--- src/rtl/tdsp_phase_seq.sv ---
// tdsp_phase_seq: machine-cycle phase generator for the TDSP core.
//
// Produces a registered one-hot phase vector with NUM_PHASES phases per
// machine cycle. At WAIT_PHASE the sequencer can hold off. It does this when
// the bus is requested but not yet granted, or when a programmable wait count
// is non-zero. A recovery interval follows before the held phase is issued.
// bio and the interrupt lines are synchronised through SYNC_STAGES flops.
//
// Ports:
//   clk          system clock, rising edge
//   reset        asynchronous, active-low reset
//   bus_request  core requests the external bus this machine cycle
//   bus_grant    arbiter grant
//   wait_states  extra wait cycles, sampled only at the WAIT_PHASE decision
//   bio          asynchronous branch-on-IO input
//   int_i        asynchronous interrupt inputs (the name "int" is reserved)
//   phi          registered one-hot phase, phi[k] = phase k+1
//   samp_bio     synchronised bio
//   samp_int     synchronised interrupts
//   stalled      high in every cycle where phi is zero due to wait/recovery
//   cycle_done   high exactly when the last phase is high
module tdsp_phase_seq #(
  parameter int NUM_PHASES      = 6,
  parameter int WAIT_PHASE      = 3,
  parameter int RECOVERY_CYCLES = 1,
  parameter int WS_W            = 4,
  parameter int NUM_IRQ         = 1,
  parameter int SYNC_STAGES     = 2
) (
  input  logic                  clk,
  input  logic                  reset,
  input  logic                  bus_request,
  input  logic                  bus_grant,
  input  logic [WS_W-1:0]       wait_states,
  input  logic                  bio,
  input  logic [NUM_IRQ-1:0]    int_i,
  output logic [NUM_PHASES-1:0] phi,
  output logic                  samp_bio,
  output logic [NUM_IRQ-1:0]    samp_int,
  output logic                  stalled,
  output logic                  cycle_done
);

  localparam int IDX_W = $clog2(NUM_PHASES);
  localparam int REC_W = 4;

  localparam logic [1:0] ST_PHASE = 2'd0;
  localparam logic [1:0] ST_WAIT  = 2'd1;
  localparam logic [1:0] ST_REC   = 2'd2;

  localparam logic [IDX_W-1:0] LAST_IDX = IDX_W'(NUM_PHASES - 1);
  localparam logic [IDX_W-1:0] WP_IDX   = IDX_W'(WAIT_PHASE - 1);
  // Index that follows the re-issued wait phase, wrapping at the cycle end.
  localparam logic [IDX_W-1:0] WP_NEXT  =
    (WAIT_PHASE == NUM_PHASES) ? '0 : IDX_W'(WAIT_PHASE);
  localparam logic [REC_W-1:0] REC_INIT = REC_W'(RECOVERY_CYCLES - 1);

  function automatic logic [NUM_PHASES-1:0] onehot(input logic [IDX_W-1:0] i);
    onehot = NUM_PHASES'(1) << i;
  endfunction

  logic [1:0]            state_q, state_d;
  logic [IDX_W-1:0]      idx_q, idx_d;
  logic [WS_W-1:0]       ws_cnt_q, ws_cnt_d;
  logic [REC_W-1:0]      rec_cnt_q, rec_cnt_d;
  logic [NUM_PHASES-1:0] phi_q, phi_d;
  logic                  stalled_q, stalled_d;
  logic                  cycle_done_q, cycle_done_d;
  logic                  stall_req;

  logic [SYNC_STAGES-1:0]              bio_sync_q;
  logic [SYNC_STAGES-1:0][NUM_IRQ-1:0] int_sync_q;

  assign stall_req = (bus_request && !bus_grant) || (wait_states != '0);

  always_comb begin
    state_d   = state_q;
    idx_d     = idx_q;
    ws_cnt_d  = ws_cnt_q;
    rec_cnt_d = rec_cnt_q;
    phi_d     = '0;
    stalled_d = 1'b0;
    case (state_q)
      ST_PHASE: begin
        if (idx_q > LAST_IDX) begin
          // Unreachable index: emit no phase and restart the cycle.
          idx_d = '0;
        end else if (idx_q == WP_IDX && stall_req) begin
          stalled_d = 1'b1;
          ws_cnt_d  = wait_states;
          state_d   = ST_WAIT;
        end else begin
          phi_d = onehot(idx_q);
          idx_d = (idx_q == LAST_IDX) ? '0 : idx_q + IDX_W'(1);
        end
      end
      ST_WAIT: begin
        stalled_d = 1'b1;
        if (ws_cnt_q != '0) begin
          ws_cnt_d = ws_cnt_q - WS_W'(1);
        end else if (!bus_request || bus_grant) begin
          // A withdrawn request also ends the stall so the core cannot deadlock.
          rec_cnt_d = REC_INIT;
          state_d   = ST_REC;
        end
      end
      ST_REC: begin
        if (rec_cnt_q != '0) begin
          rec_cnt_d = rec_cnt_q - REC_W'(1);
          stalled_d = 1'b1;
        end else begin
          phi_d   = onehot(WP_IDX);
          idx_d   = WP_NEXT;
          state_d = ST_PHASE;
        end
      end
      default: begin
        state_d = ST_PHASE;
        idx_d   = '0;
      end
    endcase
    cycle_done_d = phi_d[NUM_PHASES-1];
  end

  always_ff @(posedge clk or negedge reset) begin
    if (!reset) begin
      state_q      <= ST_PHASE;
      idx_q        <= '0;
      ws_cnt_q     <= '0;
      rec_cnt_q    <= '0;
      phi_q        <= '0;
      stalled_q    <= 1'b0;
      cycle_done_q <= 1'b0;
    end else begin
      state_q      <= state_d;
      idx_q        <= idx_d;
      ws_cnt_q     <= ws_cnt_d;
      rec_cnt_q    <= rec_cnt_d;
      phi_q        <= phi_d;
      stalled_q    <= stalled_d;
      cycle_done_q <= cycle_done_d;
    end
  end

  // Synchronisers run every cycle, independent of the phase sequencer.
  always_ff @(posedge clk or negedge reset) begin
    if (!reset) begin
      bio_sync_q <= '0;
      int_sync_q <= '0;
    end else begin
      bio_sync_q[0] <= bio;
      int_sync_q[0] <= int_i;
      for (int s = 1; s < SYNC_STAGES; s++) begin
        bio_sync_q[s] <= bio_sync_q[s-1];
        int_sync_q[s] <= int_sync_q[s-1];
      end
    end
  end

  assign phi        = phi_q;
  assign stalled    = stalled_q;
  assign cycle_done = cycle_done_q;
  assign samp_bio   = bio_sync_q[SYNC_STAGES-1];
  assign samp_int   = int_sync_q[SYNC_STAGES-1];

endmodule

--- config.mk ---
export PLATFORM = sky130hd
export DESIGN_NAME = tdsp_phase_seq
export DESIGN_NICKNAME = d
export VERILOG_FILES = /design/src/rtl/tdsp_phase_seq.sv
export SDC_FILE = /design/constraint.sdc
export NUM_CORES = 1
export LEC_CHECK = 0
export BUFFER_PORTS_ARGS = -buffer_cell sky130_fd_sc_hd__buf_2
export CORE_AREA = 2 2 49 51
export CTS_CLUSTER_SIZE = 20
export DETAILED_ROUTE_END_ITERATION = 16
export DIE_AREA = 0 0 51 53
export GPL_ROUTABILITY_DRIVEN = 0
export GPL_TIMING_DRIVEN = 1
export PLACE_DENSITY = 0.82
export SKIP_CTS_REPAIR_TIMING = 1
export SLEW_MARGIN = 20
export SYNTH_ARGS = -nofsm -noshare
export SYNTH_HDL_FRONTEND = slang
export SYNTH_SLANG_ARGS = --single-unit
--- constraint.sdc ---
create_clock -name clk -period 3.7 [get_ports clk]
set_input_delay 0.37 -clock clk [delete_from_list [all_inputs] [get_ports clk]]
set_output_delay 0.37 -clock clk [all_outputs]
set_load 0.005 [all_outputs]
==> impl_metrics.csv, run 1 <==
group,metric,value,unit
power_and_ir_drop,switchingPower,0.301,mW
die,die_w,51,um
synth,synth_cell_types,37,
power_and_ir_drop,pwr-share-clk,0.127,
setup_path,rr_worst_depth,6,
global_routing,grt-ovfl-total,0,
global_routing,antenna_found_initial,0,
detailed_routing,drt_iter0_drc,23,
synth,synth_edf_count,0,
die,row_count,17,
power_and_ir_drop,power_frac_comb,0.388,
synth,synth_ff_type,"dfrtp_1",
clocking,cts_tree,"yes",
finish,layout.nets,146,
setup_path,cp.arrival,2.08,ns
flow_run,cap_violations,0,
clocking,clockRootBuffer,"clkbuf_4",
power_and_ir_drop,power_frac_seq,0.485,
place,place_ws,1.83,ns
global_routing,grt_pass1_vias,875,
hold_path,min_path_type,"primary input to asynchronous set/reset pin",
setup_path,critPathMaxFanout,6,
synth,synthesis.area,1170,um^2
detailed_routing,wire_per_inst,13.6,um
synth,yosys_warnings,0,
detailed_routing,routed_wl,2.15,mm
setup_path,required,3.89,ns
setup_path,timing.rr.end,"idx_q[0]$_DFFE_PN0P_",
sta,drv_slew,0,
sta,finalSetupViolations,0,
finish,antenna_cells,0,
global_routing,grt_pass1_wl,3.83,mm
setup_path,rr_startpoint,"rec_cnt_q[0]$_DFFE_PN0P_",
global_routing,grt_use_total,0.195,
sta,hold_viol,0,
setup_path,worst-r2r-setup-slack,1.81,ns
clocking,clkTransAtPathRegs,0.11,ns
synth,syn_area_per_cell,10.4,um^2
detailed_routing,drc,0,
die,die_height,53,um
power_and_ir_drop,ir_worst_vdd,0.000414,V
synth,ys_ff_latch,24,
die,dieArea,2700,um^2
clocking,clk_latency,0.30,ns
sta,clock.fmax,529,MHz
detailed_routing,drt.antenna.violating_nets,0,
setup_path,cp-start-kind,"flip-flop",
sta,tns,0,ns
finish,syn_to_final_growth,10.1,%
place,hpwl,1.62,mm
sta,rsz0062_at_grt,"no",
clocking,numClockSinks,24,
sta,holdWs,0.0259,ns
clocking,clock_path_buffers,2,
sta,fin_ws,1.81,ns
synth,synthCells,113,
synth,synth-async-reset-ratio,1.00,
run_status,status,"complete, no violations",
die,ios,20,
detailed_routing,via_count,885,
detailed_routing,vias_per_cell,5.60,
power_and_ir_drop,p_per_area,624,nW/um^2
place,port_buffers,19,
die,initial_core_util,0.547,
sta,worst_pin_slew,0.678,ns
detailed_routing,first_pass_iters,4,
sta,slew_headroom,0.547,
power_and_ir_drop,p_leak,0.613,nW
sta,period_needed,1.89,ns
setup_path,worstSetupPathType,"flip-flop to flip-flop",
synth,synth_fp_nets,127,
power_and_ir_drop,intPower,0.506,mW
setup_path,crit_path_end_kind,"flip-flop",
finish,post_route_cells_drive_above_1_share,0.223,
synth,yosysSeqAreaShare,0.511,
clocking,cts_max_level,1,
sta,fin_crit_sh,0.511,
die,coreArea,2150,um^2
sta,fin_skew,0.00464,ns
power_and_ir_drop,sw_frac_of_total,0.373,
finish,fillCellCount,190,
clocking,cts_buffers,3,
global_routing,grt_max_degree,25,
[metrics by stage]
step / util / cell area (um^2) / total power [mW] / cells
floorplan: - / 1170 / 0.625 / 113
global placement: 0.592 / 1270 / 0.689 / 155
detailed placement: 0.592 / 1270 / 0.706 / 155
CTS: 0.602 / 1290 / 0.815 / 158
global route: 0.602 / 1290 / 0.879 / 158
finish: 0.602 / 1290 / 0.807 / 158
[area by class of cell]
type / instances / area [um^2] / area share
multi-input cells: 79 / 522 / 0.403
repair buffers: 19 / 95.1 / 0.0735
flip-flops and latches: 24 / 601 / 0.464
well taps: 28 / 35.0 / 0.0271
clock buffers: 3 / 22.5 / 0.0174
inverters: 5 / 18.8 / 0.0145
[synth_stat cells (2+ instances only)]
master,n,share of area
dfrtp_1,24,0.51
nor2_1,11,0.035
a21oi_1,8,0.034
nand3_1,8,0.034
inv_1,5,0.016
nor3_1,5,0.021
o21ai_0,5,0.021
ha_1,4,0.043
nand2_1,4,0.013
a211o_1,2,0.015
and2_2,2,0.013
buf_4,2,0.013
clkbuf_1,2,0.0064
mux2i_1,2,0.017
nand2b_1,2,0.011
nor2b_1,2,0.011
nor4_1,2,0.011
o221a_1,2,0.019
or3b_1,2,0.015
xor2_1,2,0.015
[logic make-up (layout without fill, tap and decap cells)]
| logic type | after synthesis | after routing | share of synthesized area |
|---|---|---|---|
| buf+inv | 10 | 27 | 0.0447 |
| simple gates | 47 | 47 | 0.231 |
| fa+ha+maj | 4 | 4 | 0.0426 |
| xor+xnor | 2 | 2 | 0.0149 |
| mux | 3 | 3 | 0.0266 |
| flops | 24 | 24 | 0.511 |
| compound gates | 23 | 23 | 0.129 |
[per-layer routing]
metal	GRT usage	vias to the layer above	wire (um)
met1	0.225	408	914
met3	0.0650	6	121
met5	0	-	0
li1	-	437	-
met2	0.335	34	1070
met4	0.0766	0	51
[worst max-delay path: stages, from the launching register on]
cell and delay [ns]:
dfrtp_1 0.43, inv_1 0.10, ha_1 0.16, or3b_1 0.40
nand2_1 0.19, nand3_2 0.16, mux2_1 0.34
[cell usage in the layout (no fill, tap or decap), types with 2 or more instances in the layout]
cell type / instances
dfrtp_1: 24
buf_2: 19
nor2_1: 11
nand3_1: 8
a21oi_1: 8
inv_1: 5
nor3_1: 5
o21ai_0: 5
nand2_1: 4
ha_1: 4
clkbuf_4: 3
nand2b_1: 2
or3b_1: 2
a211o_1: 2
nor2b_1: 2
nor4_1: 2
and2_2: 2
xor2_1: 2
o221a_1: 2
mux2i_1: 2
[power by group through the flow]
stage	Sequential [mW]	Clock, mW	Combinational, mW
after global routing	0.400	0.121	0.358
after CTS	0.390	0.109	0.316
final	0.391	0.103	0.313
after global placement	0.392	0	0.296
after floorplan	0.360	0	0.266
after detailed placement	0.395	0	0.312
[worst max path at each step]
| stage | start | endpoint | slack, ns | depth (start not counted) |
|---|---|---|---|---|
| 4_1_cts | rec_cnt_q[0]$_DFFE_PN0P_ | idx_q[0]$_DFFE_PN0P_ | 1.81 | 6 |
| 6_report | rec_cnt_q[0]$_DFFE_PN0P_ | idx_q[0]$_DFFE_PN0P_ | 1.81 | 6 |
| 3_5_place_dp | rec_cnt_q[0]$_DFFE_PN0P_ | idx_q[0]$_DFFE_PN0P_ | 1.83 | 6 |
| 2_1_floorplan | rec_cnt_q[0]$_DFFE_PN0P_ | idx_q[0]$_DFFE_PN0P_ | 1.98 | 6 |
| 5_1_grt | rec_cnt_q[0]$_DFFE_PN0P_ | idx_q[0]$_DFFE_PN0P_ | 1.70 | 6 |
| 3_3_place_gp | rec_cnt_q[0]$_DFFE_PN0P_ | idx_q[0]$_DFFE_PN0P_ | 1.93 | 6 |
[state kept, by name (all words and copies together), names as in the netlist, 2 cells and up]
register / flops
bio_sync_q: 2
idx_q: 3
phi: 5
state_q: 2
ws_cnt_q: 4
rec_cnt_q: 4
Power figures use the tool's default switching activity.
==> run 2, diff against run 1 <==
Settings changed: ABC_AREA from default to 1, CORE_AREA 2 2 49 51 to 2 2 54 56, DIE_AREA 0 0 51 53 to 0 0 56 58, PLACE_DENSITY 0.82 to 0.74.
Clock period 3.7 ns to 1.65 ns, I/O delays scaled along.
==> impl_metrics.csv, run 2 <==
group,metric,value,unit
run_status,status,"complete, no violations",
setup_path,path_cells,"inv_1 -> ha_1 -> nand2_4 -> a21oi_4 -> nand2_4 -> nand2_1 -> nand2_1",
power_and_ir_drop,p_per_area,1840,nW/um^2
power_and_ir_drop,power_frac_seq,0.353,
setup_path,crit_buf_inv,1,
finish,largest_register_ffs,5,
sta,fin_skew,0.00648,ns
die,ios,20,
synth,synth_ff_type,"dfrtp_1",
die,row_count,19,
global_routing,grt_pass1_wl,3.48,mm
synth,synth_most_common_cell,"nand2_1",
die,die_height,58,um
synth,yosysTopAreaCell,"dfrtp_1",
synth,synthCells,146,
setup_path,slowest_stage,"dfrtp_1",
sta,period_needed,1.37,ns
clocking,clock_path_buffers,2,
die,coreArea,2660,um^2
finish,final_common_cell,"nand2_1",
power_and_ir_drop,intPower,1.52,mW
synth,synthesis.area,1230,um^2
clocking,numClockSinks,24,
sta,clock.fmax,730,MHz
synth,yosys.area_share.xor_xnor,0.0142,
clocking,cts_tree,"yes",
finish,mostFrequentLayoutCells,"nand2_1 (46), dfrtp_1 (24), buf_2 (19), nand3_1 (17), inv_1 (14)",
sta,finalSetupViolations,0,
synth,synth_compound_area_frac,0.0346,
setup_path,cp-start-kind,"flip-flop",
global_routing,antenna_found_initial,0,
synth,synth_top_family_by_area,"simple AND/OR/NAND/NOR gates",
finish,antenna_cells,0,
place,hpwl,1.63,mm
synth,ys_ff_latch,24,
power_and_ir_drop,pwr-share-clk,0.156,
detailed_routing,drt.antenna.violating_nets,0,
synth,synth_common_cells,"nand2_1 (46), dfrtp_1 (24), nand3_1 (17)",
synth,synth_fp_nets,160,
place,port_buffers,19,
power_and_ir_drop,power_frac_comb,0.491,
synth,synth_top_cell_area_share,0.488,
setup_path,critPathMaxFanout,5,
die,die_w,56,um
sta,drv_slew,0,
synth,yosys.area_share.simple,0.363,
setup_path,cp.arrival,1.57,ns
synth,syn_area_per_cell,8.43,um^2
power_and_ir_drop,ir_worst_vdd,0.000911,V
detailed_routing,first_pass_iters,4,
clocking,clockRootBuffer,"clkbuf_4",
global_routing,grt_pass1_vias,897,
global_routing,grt-ovfl-total,0,
synth,synth_cell_types,23,
sta,tns,0,ns
clocking,cts_max_level,1,
detailed_routing,drc,0,
sta,slew_headroom,0.661,
clocking,cts_buffers,3,
synth,yosysSeqAreaShare,0.488,
synth,synth_area_leaders,"dfrtp_1 (49%), nand2_1 (14%), nand3_1 (6.9%)",
finish,multi_input_area,557,um^2
synth,synth_mux_area_frac,0,
hold_path,min_path_type,"primary input to flip-flop",
detailed_routing,drt_iter0_drc,16,
setup_path,path_delay_family,"flip-flops",
power_and_ir_drop,total_power,2.65,mW
detailed_routing,vias_per_cell,4.96,
finish,fillCellCount,254,
finish,layout.nets,186,
power_and_ir_drop,switchingPower,1.13,mW
finish,syn_to_final_growth,17.0,%
synth,synth-async-reset-ratio,1.00,
global_routing,grt_use_total,0.134,
finish,post_route_cells_drive_above_1_share,0.228,
setup_path,worstSetupPathType,"flip-flop to flip-flop",
power_and_ir_drop,sw_frac_of_total,0.427,
setup_path,max_stage_delay,0.40,ns
die,dieArea,3250,um^2
sta,hold_viol,0,
detailed_routing,routed_wl,2.11,mm
clocking,clk_latency,0.31,ns
setup_path,required,1.85,ns
finish,regArea,601,um^2
global_routing,grt_max_degree,25,
detailed_routing,wire_per_inst,10.4,um
flow_run,cap_violations,0,
detailed_routing,via_count,1001,
clocking,clkTransAtPathRegs,0.13,ns
synth,yosys_warnings,0,
synth,synth_edf_count,0,
sta,rsz0062_at_grt,"no",
die,initial_core_util,0.462,
synth,synthAdderAreaFrac,0.0407,
sta,fin_crit_sh,0.830,
power_and_ir_drop,p_leak,0.782,nW
setup_path,crit_path_end_kind,"flip-flop",
sta,worst_pin_slew,0.508,ns
[run 2: layout make-up]
type,count,share of cell area
clock inverters,1,0.0209
multi-input cells,104,0.387
well taps,31,0.0269
repair buffers,22,0.0869
inverters,17,0.0460
clock buffers,3,0.0156
flip-flops and latches,24,0.417
[run 2: metal layers]
layer	vias up	share of wire	GRT usage
li1	510	-	-
met3	2	0.052	0.0246
met2	30	0.51	0.235
met5	-	0	0
met1	459	0.42	0.162
met4	0	0.0090	0.0612
[run 2: kinds of logic (layout without fill, tap and decap cells)]
| logic type | count (synthesis) | in the layout |
|---|---|---|
| flops | 24 | 24 |
| compound gates | 6 | 6 |
| fa+ha+maj | 4 | 4 |
| simple gates | 92 | 92 |
| buf+inv | 18 | 43 |
| xor+xnor | 2 | 2 |
[run 2: worst register-to-register path, delay by kind of cell (launching register included)]
family / cells / cell delay, ns
AO/OA/AOI/OAI: 1 / 0.25
adder cells (fa/ha/maj): 1 / 0.21
flip-flops: 1 / 0.40
AND/OR/NAND/NOR: 4 / 0.29
buffers and inverters: 1 / 0.13
[run 2: path summary, 6_finish.rpt]
| check | cells past startpoint | end | slack (ns) | start |
|---|---|---|---|---|
| min in group asynchronous | 2 | phi[0]$_DFF_PN0_ | 0.34 | reset |
| worst max-delay path | 7 | idx_q[1]$_DFFE_PN0P_ | 0.28 | rec_cnt_q[0]$_DFFE_PN0P_ |
| worst min-delay path | 5 | ws_cnt_q[3]$_DFFE_PN0P_ | 0.17 | wait_states[3] |
| max in group asynchronous | 2 | ws_cnt_q[0]$_DFFE_PN0P_ | 0.96 | reset |
| worst max register to register | 7 | idx_q[1]$_DFFE_PN0P_ | 0.28 | rec_cnt_q[0]$_DFFE_PN0P_ |
| worst min register to register | 0 | samp_int$_DFF_PN0_ | 0.36 | int_sync_q[0]$_DFF_PN0_ |
[run 2: power by group through the flow]
stage | clock, mW | sequential [mW] | combinational [mW]
final | 0.413 | 0.934 | 1.30
after CTS | 0.426 | 0.934 | 1.31
after detailed placement | 0 | 0.945 | 1.30
after global routing | 0.454 | 0.959 | 1.48
after floorplan | 0 | 0.926 | 1.03
after global placement | 0 | 0.939 | 1.25
[run 2: per-stage QoR]
stage,worst slack (ns),hold WS [ns],area [um^2],cells,util
floorplan,0.406,-0.131,1230,146,-
global placement,0.349,0.169,1360,195,0.510
detailed placement,0.299,0.169,1360,195,0.510
CTS,0.275,-0.186,1410,199,0.530
global route,0.163,0.177,1440,202,0.541
finish,0.280,0.168,1440,202,0.541
